`src/rtl/fact_sched.sv`:
```
// fact_sched
//   Shares a single factorial engine among NREQ requesters. Requests are
//   granted round-robin. The granted operand goes to the engine with a
//   one-cycle go pulse. The scheduler then waits for done/err and returns
//   the result to the owner as a one-cycle strobe. A watchdog forces an
//   error completion if the engine stays silent for TIMEOUT cycles.
//
// Ports
//   clk        rising-edge system clock
//   rst        asynchronous, active-low reset
//   req_valid  per-requester request pending
//   req_n      per-requester 4-bit operand, requester i on [4i+3:4i]
//   req_ready  one-hot accept, combinational, only asserted in IDLE
//   rsp_valid  one-hot, one-cycle response strobe to the owner
//   rsp_nf     result, held until the next response
//   rsp_err    engine error or timeout, held with rsp_nf
//   rsp_tout   completion forced by the watchdog, held with rsp_nf
//   eng_n      operand to the engine, stable from GO through RESP
//   eng_go     one-cycle engine start pulse
//   eng_done   engine completion, result on eng_nf
//   eng_err    engine error completion
//   eng_nf     engine result
//   busy       high in every state except IDLE
//   owner      index of the current/last granted requester
module fact_sched #(
  parameter int NREQ    = 4,
  parameter int TIMEOUT = 1023,
  localparam int IW     = $clog2(NREQ)
) (
  input  logic              clk,
  input  logic              rst,
  input  logic [NREQ-1:0]   req_valid,
  input  logic [4*NREQ-1:0] req_n,
  output logic [NREQ-1:0]   req_ready,
  output logic [NREQ-1:0]   rsp_valid,
  output logic [31:0]       rsp_nf,
  output logic              rsp_err,
  output logic              rsp_tout,
  output logic [3:0]        eng_n,
  output logic              eng_go,
  input  logic              eng_done,
  input  logic              eng_err,
  input  logic [31:0]       eng_nf,
  output logic              busy,
  output logic [IW-1:0]     owner
);

  // Wide enough to hold TIMEOUT-1, the last value the watchdog reaches.
  localparam int CW = $clog2(TIMEOUT + 1);

  typedef enum logic [1:0] {
    IDLE,
    GO,
    WAIT,
    RESP
  } state_t;

  state_t          state;
  state_t          state_next;
  logic [IW-1:0]   ptr;
  logic [IW-1:0]   grant;
  logic [IW-1:0]   idx;
  logic            found;
  logic [CW-1:0]   cnt;
  logic            timed_out;

  assign timed_out = (cnt == CW'(TIMEOUT - 1));

  // Round-robin search: the first pending requester at or above the
  // pointer, wrapping around. The modulo keeps non-power-of-two NREQ legal.
  always_comb begin
    found = 1'b0;
    grant = '0;
    idx   = '0;
    for (int k = 0; k < NREQ; k++) begin
      idx = IW'((int'(ptr) + k) % NREQ);
      if (!found && req_valid[idx]) begin
        found = 1'b1;
        grant = idx;
      end
    end
  end

  // The accept is the only output that is not decoded from registers.
  // It has to be combinational so that a withdrawn request is never granted.
  always_comb begin
    req_ready = '0;
    if (state == IDLE && found) begin
      req_ready[grant] = 1'b1;
    end
  end

  always_ff @(posedge clk or negedge rst) begin
    if (!rst) begin
      state <= IDLE;
    end else begin
      state <= state_next;
    end
  end

  // Next-state logic and the state-decoded outputs. Engine completions are
  // only considered in WAIT, so a stray done/err in IDLE or GO has no effect.
  always_comb begin
    state_next = state;
    eng_go     = 1'b0;
    busy       = 1'b1;
    rsp_valid  = '0;
    case (state)
      IDLE: begin
        busy = 1'b0;
        if (found) begin
          state_next = GO;
        end
      end
      GO: begin
        eng_go     = 1'b1;
        state_next = WAIT;
      end
      WAIT: begin
        if (eng_done || eng_err || timed_out) begin
          state_next = RESP;
        end
      end
      RESP: begin
        rsp_valid[owner] = 1'b1;
        state_next       = IDLE;
      end
      default: begin
        state_next = IDLE;
      end
    endcase
  end

  // Datapath: grant capture, watchdog and response registers.
  // An engine error has priority over done, and the result is zeroed on error.
  always_ff @(posedge clk or negedge rst) begin
    if (!rst) begin
      ptr      <= '0;
      owner    <= '0;
      eng_n    <= '0;
      cnt      <= '0;
      rsp_nf   <= '0;
      rsp_err  <= 1'b0;
      rsp_tout <= 1'b0;
    end else begin
      case (state)
        IDLE: begin
          if (found) begin
            eng_n <= req_n[{grant, 2'b00} +: 4];
            owner <= grant;
            ptr   <= (grant == IW'(NREQ - 1)) ? '0 : grant + 1'b1;
          end
        end
        GO: begin
          cnt <= '0;
        end
        WAIT: begin
          if (eng_done || eng_err) begin
            rsp_nf   <= eng_err ? 32'd0 : eng_nf;
            rsp_err  <= eng_err;
            rsp_tout <= 1'b0;
          end else if (timed_out) begin
            rsp_nf   <= 32'd0;
            rsp_err  <= 1'b1;
            rsp_tout <= 1'b1;
          end else begin
            cnt <= cnt + 1'b1;
          end
        end
        default: begin
        end
      endcase
    end
  end

endmodule

```
`config.mk`:
```
export PLATFORM = sky130hd
export DESIGN_NAME = fact_sched
export DESIGN_NICKNAME = d
export VERILOG_FILES = /design/src/rtl/fact_sched.sv
export SDC_FILE = /design/constraint.sdc
export NUM_CORES = 1
export LEC_CHECK = 0
export BUFFER_PORTS_ARGS = -buffer_cell sky130_fd_sc_hd__buf_2
export CAP_MARGIN = 5
export CORE_ASPECT_RATIO = 0.5
export CORE_MARGIN = 8
export CORE_UTILIZATION = 54
export CTS_BUF_LIST = sky130_fd_sc_hd__clkbuf_8
export CTS_CLUSTER_SIZE = 14
export DETAILED_ROUTE_END_ITERATION = 10
export PLACE_DENSITY = 0.88
export SKIP_CTS_REPAIR_TIMING = 1
export SLEW_MARGIN = 20
export SYNTH_ARGS = -nofsm -noshare
export SYNTH_HDL_FRONTEND = slang
export SYNTH_SLANG_ARGS = --single-unit
```
`constraint.sdc`:
```
create_clock -name clk -period 5.46 [get_ports clk]
set_input_delay 0.546 -clock clk [delete_from_list [all_inputs] [get_ports clk]]
set_output_delay 0.546 -clock clk [all_outputs]
set_load 0.05 [all_outputs]
```
Yosys cells after proc, flatten, opt, wreduce, memory -nomap -nowiden
Index checks and enable logic that the tools add are counted.

storage, ports and cells
  word-level logic and storage cells = 86
  bits of input ports = 56
  output and inout bits = 50
  flip-flop bits (word level) = 54

cells by class
  shift-type cells = 1
  equality and inequality tests = 9
  $add $sub $neg = 5
  order comparisons = 8
  multiplexer cells = 37
  reduce and logical (&&, ||, !) cells = 18

operator list
  operator                                                           number
  two-way mux 32 bit                                                 3
  two-way mux 10 bit                                                 2
  case mux 10 bit (2 select lines)                                   1
  less-than comparator 2 x 3 -> 1 bit, second input constant         6
  variable part select 16 x 5 -> 4 bit                               1
  two-way mux 1 bit                                                  15
  two-way mux 2 bit                                                  7
  adder 10 x 1 -> 10 bit, second input constant                      1
  == test 10 bit, second input constant                              1
  binary-select mux 1 bit (select 2 bit)                             4
  two-way mux 4 bit                                                  2
  != test 2 bit, second input constant                               4
  case mux 2 bit (4 select lines)                                    1
  == test 2 bit, second input constant                               3
  logical AND 1 bit                                                  6
  AND reduction 2 bit                                                3
  adder 2 x 1 -> 2 bit, second input constant                        2
  adder 2 bit, second input constant                                 2
  demux 1 bit (select 2 bit)                                         2
  greater-or-equal comparator 2 x 1 -> 1 bit, second input constant  2
  nonzero test 2 bit                                                 2
  logical NOT 1 bit                                                  3
  AND reduction 3 bit                                                1
  == test 2 x 1 -> 1 bit, second input constant                      1
  2 further kinds                                                    3

Longest topological paths before layout
  depth after elaboration = 17
  gate-level depth with buffers = 7
  depth with buffers taken out = 7

Worst setup path before layout
No wires, ideal clock.

  path kind = reg2out
  start = reg owner[0]
  end = out rsp_valid[0]
  arrival = 1.819 ns
  buffers on the path = 0
  cell stages (with the launch flop) = 2
  data required time = 4.914 ns
  slack = 3.095 ns
  path through = dfrtp_1 -> nor3b_1

on the way
  word-level cells in the longest chain between the ends = 5
  elaborated cells between the ends (all ways) = 6
  classes of those cells = order compare: 2; mux: 3; reduce/logical: 1

ends and longest elaborated chain
  element                                                                                                                         RTL line  source
  from (decl)                                                                                                                     45        output logic [IW-1:0] owner
  from (signal assigned)                                                                                                          150       owner <= grant;
  less-than comparator 2 x 3 -> 1 bit (not written as such) / greater-or-equal comparator 2 x 1 -> 1 bit (equally long branches)  125       rsp_valid[owner] = 1'b1;
  logical AND 1 bit (not written as such)                                                                                         125
  two-way mux 1 bit (not written as such)                                                                                         125
  demux 1 bit (select 2 bit) (*)                                                                                                  125
  two-way mux 4 bit (*)                                                                                                           108       case (state)
  to (decl)                                                                                                                       35        output logic [NREQ-1:0] rsp_valid,

Mark *: on every way between the ends. The rest lies on a longest branch, timed or not.

Final worst setup path
  start = reg ptr[1]
  end = out req_ready[0]

on the way
  word-level cells in the longest chain between the ends = 17
  elaborated cells between the ends (all ways) = 32
  classes of those cells = add/sub: 3; order compare: 2; mux: 19; reduce/logical: 8

ends and longest elaborated chain
  element                                                                       RTL line  source
  from (decl)                                                                   60        logic [IW-1:0] ptr;
  from (signal assigned)                                                        151       ptr <= (grant == IW'(NREQ - 1)) ? '0 : grant + 1'b1;
  branches (longest 16 deep; another with less-than comparator 2 x 3 -> 1 bit)  -
  two-way mux 4 bit (*)                                                         88        if (state == IDLE && found) begin
  to (decl)                                                                     34        output logic [NREQ-1:0] req_ready,

Mark *: on every way between the ends. The select of a mux whose other input is x is not followed.

==> impl_results.md <==
* # diodes at 0
* Routed wire length at 6.246 mm
* RePlAce Congestion at 0.8165
* Max Freq at 319.2 MHz
* CTS tree: done
* Finished Cell Area at 3331 um^2
* Period utilization at 57.38%
* Synth Flop Type: dfrtp_1
* Number of synthesized flops with an enable pin at 0
* Initial core utilization at 54.77%
* Top cells by area, synth: dfrtp_1, a22o_1, ha_1
* CTS Buf Count at 5
* Crit path arrival time at 2.59 ns
* Detail Placement HPWL at 4.899 mm
* Vias/cell at 5.272
* CP Launch Type: flip-flop
* DP Area at 3217 um^2
* Crit-path max FO at 11
* Via count at 2151
* Slew @ Worst Pin at 0.7182 ns
* Maxcap violations at 0
* Critical Path Sink Type: primary output
* Clk slew on worst S/H paths at 0.10 ns
* P_leak at 0.001778 uW
* Relative slew margins at 52.12%
* Area grow syn2layout at 26.76%
* Cell mode on critical path: and2_1
* Worst-Skew Late Latency at 0.30 ns
* I/O Pins at 106
* Share of the synthesized area in the top cell type at 51.43%
* Cells after Synth at 233
* Clock tree buffer depth at 2
* Final Hold Fails at 0
* Register area share after synthesis at 51.43%
* Peak VDD IR at 0.2816 mV
* Core Region at 4797 um^2
* CP max stage delay at 0.53 ns
* Tmin final at 3.133 ns
* Yosys warning total at 0
* H-tree lvl count at 2
* Drt wl/cell at 15.31 um
* Ratio of cells with drive above 1 in the final layout at 37.57%
* PD cells at 606.9 nW/um^2
* Antenna violations before repair at 0
* Critical path type: flip-flop to primary output
* Initial DRC count at 112
* Commonest cells in the netlist: dfrtp_1, a22o_1, nand2_1, o21ai_0
* Max Slew Vio Count at 0
* Hold WC Path Type: input pin to asynchronous set/reset pin
* Die H at 65.33 um
* Mean Syn Cell Area at 11.28 um^2
* # setup viols final at 0
* Final WS setup at 2.327 ns
* Clock Skews at 0.007946 ns
* Vias in the first global route at 2309
* Synth area leader: dfrtp_1
* Place WS at 2.450 ns
* Root Driver: clkbuf_8
* Grt total ovfl at 0
* Worst-path cell chain: mux2i_1 > a2bb2oi_1 > and2_1 > inv_1 > ha_1 > and2_1 > buf_2
* Required time at the worst-slack endpoint at 4.91 ns
* ANT nets after route at 0
* Fin nets at 404
* Horiz. Die Dim at 114.7 um
* Crit path max-delay family: simple AND/OR/NAND/NOR gates
* Most frequent cell after synthesis: dfrtp_1
* Crit path buffers/inverters at 2
* Global Route Usage Sum at 16.37%
* Unrepaired setup endpoints after global routing: no
* Outcome: finished, final reports clean
* CTS sink cnt at 54
* # DRC at 0
* Full die area at 7490 um^2
* Post-Route Setup TNS at 0 ns
* Post-synthesis cell area at 2628 um^2
* CP max-delay cell: a2bb2oi_1
* Largest net degree at the start of global routing at 55
* First-pass GRT wire length at 10.08 mm
* Synth cell types at 37
* FP Rows at 18
* Synthesis-stage register bit count at 54
* TritonRoute pass-1 iters at 4
* Syn nets at 300
* Ys async rst share at 100.0%
* PortBufs at 105
==> stage by stage <==
stage	hold WS [ns]	instances	util, %	power, uW
floorplan	0.2504	233	-	1491
global placement	0.4610	399	66.74	1720
detailed placement	0.4721	400	67.06	1768
CTS	0.3681	408	69.41	2042
global route	0.4001	408	69.43	2142
finish	0.3392	408	69.43	2021
==> area by class of cell <==
type	instances	area, um^2
clock inverters	3	43.79
inverters	11	41.29
repair buffers	107	548.0
multi-input cells	158	1190
clock buffers	5	68.82
fillers	371	1466
well taps	70	87.58
flip-flops and latches	54	1351
==> power breakdown <==
group	switching [uW]	internal (uW)	total, uW
Clock	127	138	265
Combinational	803	310	1110
Sequential	99.7	543	643
==> path summary, 6_finish.rpt <==
path,depth (start not counted),endpoint,startpoint,slack [ns]
min,2,cnt[6],rst,0.34
max reg2reg,6,ptr[1],ptr[1],3.35
max in group asynchronous,2,ptr[0],rst,4.69
min reg2reg,1,cnt[9],cnt[9],0.48
min in group clk,2,rsp_nf[22],eng_nf[22],0.45
max,7,req_ready[0],ptr[1],2.33
==> kinds of logic (layout without fill, tap and decap cells) <==
| logic type | count (synthesis) | in the layout | synth area share [%] |
|---|---|---|---|
| compound gates | 71 | 71 | 21.67 |
| xor+xnor | 4 | 4 | 1.334 |
| fa+ha+maj | 11 | 11 | 5.238 |
| buf+inv | 21 | 126 | 3.334 |
| flops | 54 | 54 | 51.43 |
| mux | 7 | 7 | 2.667 |
| simple gates | 65 | 65 | 14.33 |
==> layer usage <==
layer  share of wire, %  vias up  GRT usage (%)
li1                   -     1049              -
met2                 49       71          30.40
met4               0.66        0          5.255
met1                 43     1025          17.86
met3                6.7        6          4.753
met5                  0        -              0
==> worst reg2reg max path: stages (launching register included) <==
cell       delay (ns)
dfrtp_1          0.42
mux2i_1          0.22
a2bb2oi_1        0.53
and2_1           0.44
ha_1             0.30
nand2_1          0.06
nand2_1          0.05
==> cell usage in the layout, fill, tap and decap left out, types with 2 or more instances in the layout <==
| cell | netlist | routed |
|---|---|---|
| nor3_2 | 3 | 3 |
| o211ai_1 | 5 | 5 |
| inv_1 | 11 | 11 |
| o21ai_0 | 12 | 12 |
| mux2i_1 | 7 | 7 |
| and3_1 | 5 | 5 |
| nand2_1 | 19 | 19 |
| a21boi_0 | 5 | 5 |
| nand3_2 | 3 | 3 |
| nand2b_1 | 4 | 4 |
| a21oi_1 | 6 | 6 |
| dfrtp_1 | 54 | 54 |
| nor2_1 | 9 | 9 |
| ha_1 | 11 | 11 |
| xnor2_1 | 3 | 3 |
| clkbuf_8 | 0 | 5 |
| nand3_1 | 7 | 7 |
| and2_1 | 7 | 7 |
| a22o_1 | 33 | 33 |
| o31ai_4 | 2 | 2 |
| buf_2 | 4 | 105 |
| a2bb2oi_1 | 2 | 2 |
==> registers in the layout, indices dropped and copies added (netlist names) <==
| signal | flops |
|---|---|
| state | 2 |
| ptr | 2 |
| owner | 2 |
| rsp_err | 1 |
| cnt | 10 |
| rsp_nf | 32 |
| rsp_tout | 1 |
| eng_n | 4 |
Note: power is estimated with default switching activity, not from simulation.
